<file path="config.mk">
export PLATFORM = sky130hd
export DESIGN_NAME = jt89_wrseq
export DESIGN_NICKNAME = d
export VERILOG_FILES = /design/src/rtl/jt89_wrseq.sv
export SDC_FILE = /design/constraint.sdc
export NUM_CORES = 1
export LEC_CHECK = 0
export CORE_MARGIN = 2
export CORE_UTILIZATION = 52
export CTS_CLUSTER_SIZE = 14
export DETAILED_ROUTE_END_ITERATION = 6
export PLACE_DENSITY = 0.81
export SLEW_MARGIN = 20
export SYNTH_ARGS = -nofsm -noshare
export SYNTH_HDL_FRONTEND = slang
export SYNTH_SLANG_ARGS = --single-unit
</file>
<file path="constraint.sdc">
create_clock -name clk -period 6.85 [get_ports clk]
set_input_delay 1.0275 -clock clk [delete_from_list [all_inputs] [get_ports clk]]
set_output_delay 1.0275 -clock clk [all_outputs]
set_load 0.01 [all_outputs]
</file>
<file path="src/rtl/jt89_wrseq.sv">
// Command-level writer for the jt89 PSG bus: a command FIFO plus an encoder
// that turns each command into one or two strobed PSG bytes.
//
// state   | meaning
// IDLE    | nothing in flight; pops the FIFO when psg_ready is high
// STROBE  | psg_wr_n/psg_ce_n held low for WR_LEN cycles
// RECOVER | GAP-cycle holdoff, then waits on psg_ready for the next byte
module jt89_wrseq #(
  parameter int DEPTH  = 4,
  parameter int WR_LEN = 2,
  parameter int GAP    = 4
) (
  input  logic       clk,
  input  logic       rst,
  input  logic       cmd_valid,
  output logic       cmd_ready,
  input  logic [1:0] cmd_type,
  input  logic [1:0] cmd_ch,
  input  logic [9:0] cmd_data,
  input  logic       psg_ready,
  output logic       psg_wr_n,
  output logic       psg_ce_n,
  output logic [7:0] psg_din,
  output logic       busy
);

  localparam int AW    = $clog2(DEPTH);
  localparam int CNT_MAX = (WR_LEN > GAP) ? WR_LEN : GAP;
  localparam int CW    = $clog2(CNT_MAX + 1);

  typedef enum logic [1:0] {
    IDLE,
    STROBE,
    RECOVER
  } state_t;

  state_t          state;
  logic [CW-1:0]   cnt;
  logic            pend;
  logic [7:0]      pend_byte;

  logic [13:0]     mem [DEPTH];
  logic [AW-1:0]   wr_ptr;
  logic [AW-1:0]   rd_ptr;
  logic [AW:0]     count;
  logic            full;
  logic            empty;
  logic            push;
  logic            pop;
  logic            can_pop;

  logic [13:0]     head;
  logic [1:0]      h_type;
  logic [1:0]      h_ch;
  logic [9:0]      h_data;
  logic [7:0]      first_byte;
  logic [7:0]      second_byte;
  logic            two_bytes;

  assign full      = (count == (AW+1)'(DEPTH));
  assign empty     = (count == '0);
  assign cmd_ready = !full;
  assign push      = cmd_valid && !full;
  assign can_pop   = (state == IDLE) || (state == RECOVER && cnt == '0 && !pend);
  assign pop       = can_pop && !empty && psg_ready;

  assign psg_ce_n  = psg_wr_n;
  assign busy      = !empty || (state != IDLE) || pend;

  // Storage has no reset; only the pointers and count define validity.
  always_ff @(posedge clk) begin
    if (push && !rst) begin
      mem[wr_ptr] <= {cmd_type, cmd_ch, cmd_data};
    end
  end

  always_ff @(posedge clk) begin
    if (rst) begin
      wr_ptr <= '0;
      rd_ptr <= '0;
      count  <= '0;
    end else begin
      if (push) wr_ptr <= wr_ptr + 1'b1;
      if (pop)  rd_ptr <= rd_ptr + 1'b1;
      case ({push, pop})
        2'b10:   count <= count + 1'b1;
        2'b01:   count <= count - 1'b1;
        default: count <= count;
      endcase
    end
  end

  assign head   = mem[rd_ptr];
  assign h_type = head[13:12];
  assign h_ch   = head[11:10];
  assign h_data = head[9:0];

  // A tone on channel 3 is really the noise control register.
  always_comb begin
    first_byte  = 8'h00;
    second_byte = 8'h00;
    two_bytes   = 1'b0;
    case (h_type)
      2'd0: begin
        if (h_ch != 2'd3) begin
          first_byte  = {1'b1, h_ch, 1'b0, h_data[3:0]};
          second_byte = {2'b00, h_data[9:4]};
          two_bytes   = 1'b1;
        end else begin
          first_byte  = {5'b11100, h_data[2:0]};
        end
      end
      2'd1:    first_byte = {1'b1, h_ch, 1'b1, h_data[3:0]};
      2'd2:    first_byte = {5'b11100, h_data[2:0]};
      default: first_byte = h_data[7:0];
    endcase
  end

  always_ff @(posedge clk) begin
    if (rst) begin
      state     <= IDLE;
      cnt       <= '0;
      pend      <= 1'b0;
      pend_byte <= 8'h00;
      psg_wr_n  <= 1'b1;
      psg_din   <= 8'h00;
    end else begin
      case (state)
        IDLE: begin
          if (pop) begin
            psg_din   <= first_byte;
            pend      <= two_bytes;
            pend_byte <= second_byte;
            cnt       <= CW'(WR_LEN);
            state     <= STROBE;
          end
        end
        STROBE: begin
          if (cnt != '0) begin
            psg_wr_n <= 1'b0;
            cnt      <= cnt - 1'b1;
          end else begin
            psg_wr_n <= 1'b1;
            cnt      <= CW'(GAP - 1);
            state    <= RECOVER;
          end
        end
        RECOVER: begin
          if (cnt != '0) begin
            cnt <= cnt - 1'b1;
          end else if (psg_ready) begin
            if (pend) begin
              psg_din <= pend_byte;
              pend    <= 1'b0;
              cnt     <= CW'(WR_LEN);
              state   <= STROBE;
            end else if (pop) begin
              psg_din   <= first_byte;
              pend      <= two_bytes;
              pend_byte <= second_byte;
              cnt       <= CW'(WR_LEN);
              state     <= STROBE;
            end else begin
              state <= IDLE;
            end
          end
        end
        default: state <= IDLE;
      endcase
    end
  end

endmodule

</file>
==> impl_results.md <==
- Status: finished, final reports clean
- Number of port buffers: 29
- Cells after DPL: 387
- Initial antenna violation count: 0
- PwrDens: 369 nW/µm²
- Leakage: 1.42 nW
- CTS H-tree lvls: 3
- TritonRoute pass-1 iters: 4
- Clock sink total: 86
- Setup TNS: 0 ps
- Commonest cells in the netlist: 56 x edfxtp_1, 30 x dfxtp_1, 20 x nor2_1
- Post-detailed-route wirelength per cell: roughly 17 µm
- TritonCTS clock tree: built
- Residual DRC: 0
- Gr ovfl total: 0
- Hold slack: 474 ps
- DR iter-0 viols: about 200
- Total power: about 1.6 mW
- CTS clk-pin slew, worst paths: 90 ps
- Reg area: about 2300 µm²
- Cts hold-fix bufs: 0
- Total GRT Usage: a little under a fifth
- Synth Register Bits: 86
- Synth area leader: edfxtp_1
- Layout cells sized above 1: ~16%
- Placed inst area: a little over 4000 µm²
- Primary FF master, synth: edfxtp_1
- Routability Congestion: 0.899
- Top Ports: 30
- Gate Count Post-Synth: around 270
- Req. time, crit path: approximately 5800 ps
- RSZ-0062 raised after global routing: no
- Row cnt: 30
- Crit Path Class: flip-flop to output pin
- Synth cell types: 48
- Core ar.: 6870 µm²
- Diode count: 0
- Setup repair bufs after CTS: 0
- Number of flops mapped to enable cells by yosys: 56
- Area Overhead vs Synth: 14.6%
- Fin area: 4250 µm²
- Final Hold Vio Count: 0
- Area contributors post-synth: edfxtp_1 45%, dfxtp_1 16%, mux4_2 8.5%
- Post-CTS Resized: 0
- Cell Area, Synth: 3710 µm²
- Critical path arrival: approximately 2200 ps
- Fraction of registers with async set/reset: 0%
- Starting density of the core: 54.1%
- Die X: 88.5 µm
- Vias/cell: 5.60
- Largest net degree at the start of global routing: 33
- First-pass GRT wire length: between 10000 and 15000 µm
- Post-synth top area share: 45.3%
- # setup viols final: 0
- Sequential fraction of the synthesis area: 61.5%
- Period utilization: 47.5%
- Worst Max-Slew Pin Slew: 959 ps
- Clock root buffer master: clkbuf_8
- Clock Latency Late Sink: 350 ps
- Net Count, Synth: 303
- Final std cells w/o fill: 403
- Most instantiated library cell after synthesis: edfxtp_1
- Syn avg cell area: around 14 µm²
- Num CTS Buffers: 9
- Final worst path period need: approximately 3300 ps
- Die Area: 7830 µm²
- Final Skew: around 10 ps
- Multi-input gate area: 1310 µm²
- Max VDD drop: 0.221 mV
- Syn. warnings: 0
- CP Launch Type: flip-flop
- Worst-path maximum fanout: 5
- Min-Delay Path Class: flip-flop to flip-flop
- Vias in the first global route: approximately 2200
- FMAX: 0.307 GHz
- Slew Viols, Final: 0
- Crit. End Element: output pin
- Vias: roughly 2300
- Clock Path Buffers: 2
- Max_slew headroom: a little over a third
- Die height: 88.5 µm
- Fillers: 524
- Hpwl dp: ~4600 µm
- Final nets: 332
- Total of max-cap violations: 0
- Post-route ant nets: 0
- Total wire length: 6920 µm
[critical path: stages, from the launching register on]
cell and delay (ps):
dfxtp_1 350, inv_1 90, ha_1 190, inv_1 110
or4b_2 630, clkdlybuf4s50_1 500
[flip-flops by register name, summed over array words and instances, names as in the netlist, named ones only]
name and count:
wr_ptr 2, state 2, pend 1, cnt 3
psg_din 8, mem 56, rd_ptr 2, count 3
pend_byte 6, psg_ce_n 1
[worst paths after layout]
check                      end  slack [ps]          from  cells after the start
hold reg to reg   pend_byte[2]         470  pend_byte[2]                      2
setup / recovery          busy        3600      state[0]                      5
hold / removal    pend_byte[2]         470  pend_byte[2]                      2
setup reg to reg      count[2]        4270      state[0]                     10
[kinds of logic after synthesis]
group           synth area share (%)
mux                             9.30
fa+ha+maj                       4.25
simple gates                    11.2
compound gates                  9.33
flops                           61.5
buf+inv                         3.34
xor+xnor                        1.18
[cell usage in the layout, fill, tap and decap left out, drive strengths merged, types with 2 or more instances in the layout]
master,n
o22a,3
dfxtp,30
buf,2
or4b,2
ha,11
inv,12
clkbuf,9
clkinv,5
nand2,19
mux2i,3
a211oi,2
nand2b,3
nor3,3
clkdlybuf4s50,29
o21ai,8
mux4,14
nor2b,2
and2,5
edfxtp,56
nand3b,3
xor2,3
a22oi,3
a21oi,26
nand3,12
xnor2,2
nor2,20
[where the power goes]
| group | total [mW] | internal [mW] | switching, mW |
|---|---|---|---|
| clock | 0.354 | 0.170 | 0.184 |
| sequential | 0.685 | 0.617 | 0.0680 |
| combinational | 0.530 | 0.251 | 0.279 |
[cell type report]
type	count	area share (%)
repair buffers	31	7.18
multi-input cells	163	30.7
inverters	11	0.971
clock buffers	9	2.91
well taps	96	2.82
flip-flops and latches	86	53.6
clock inverters	7	1.74
[per-stage QoR]
step           setup WS [ps]  util [%]
2_1_floorplan           4020         -
4_1_cts                 3600      61.9
3_5_place_dp            3630      59.1
5_1_grt                 3490      61.9
6_report                3600      61.9
3_3_place_gp            3700      59.1
[metal layers]
layer  vias up  part of all wire, %  global-route usage, %
li1       1074                    -                      -
met1      1122                   45                   25.0
met2        50                   50                   31.9
met3        10                  3.5                   4.85
met4         0                  1.2                   4.82
met5         -                    0                      0
No activity file was read; power rests on OpenSTA's default activity.
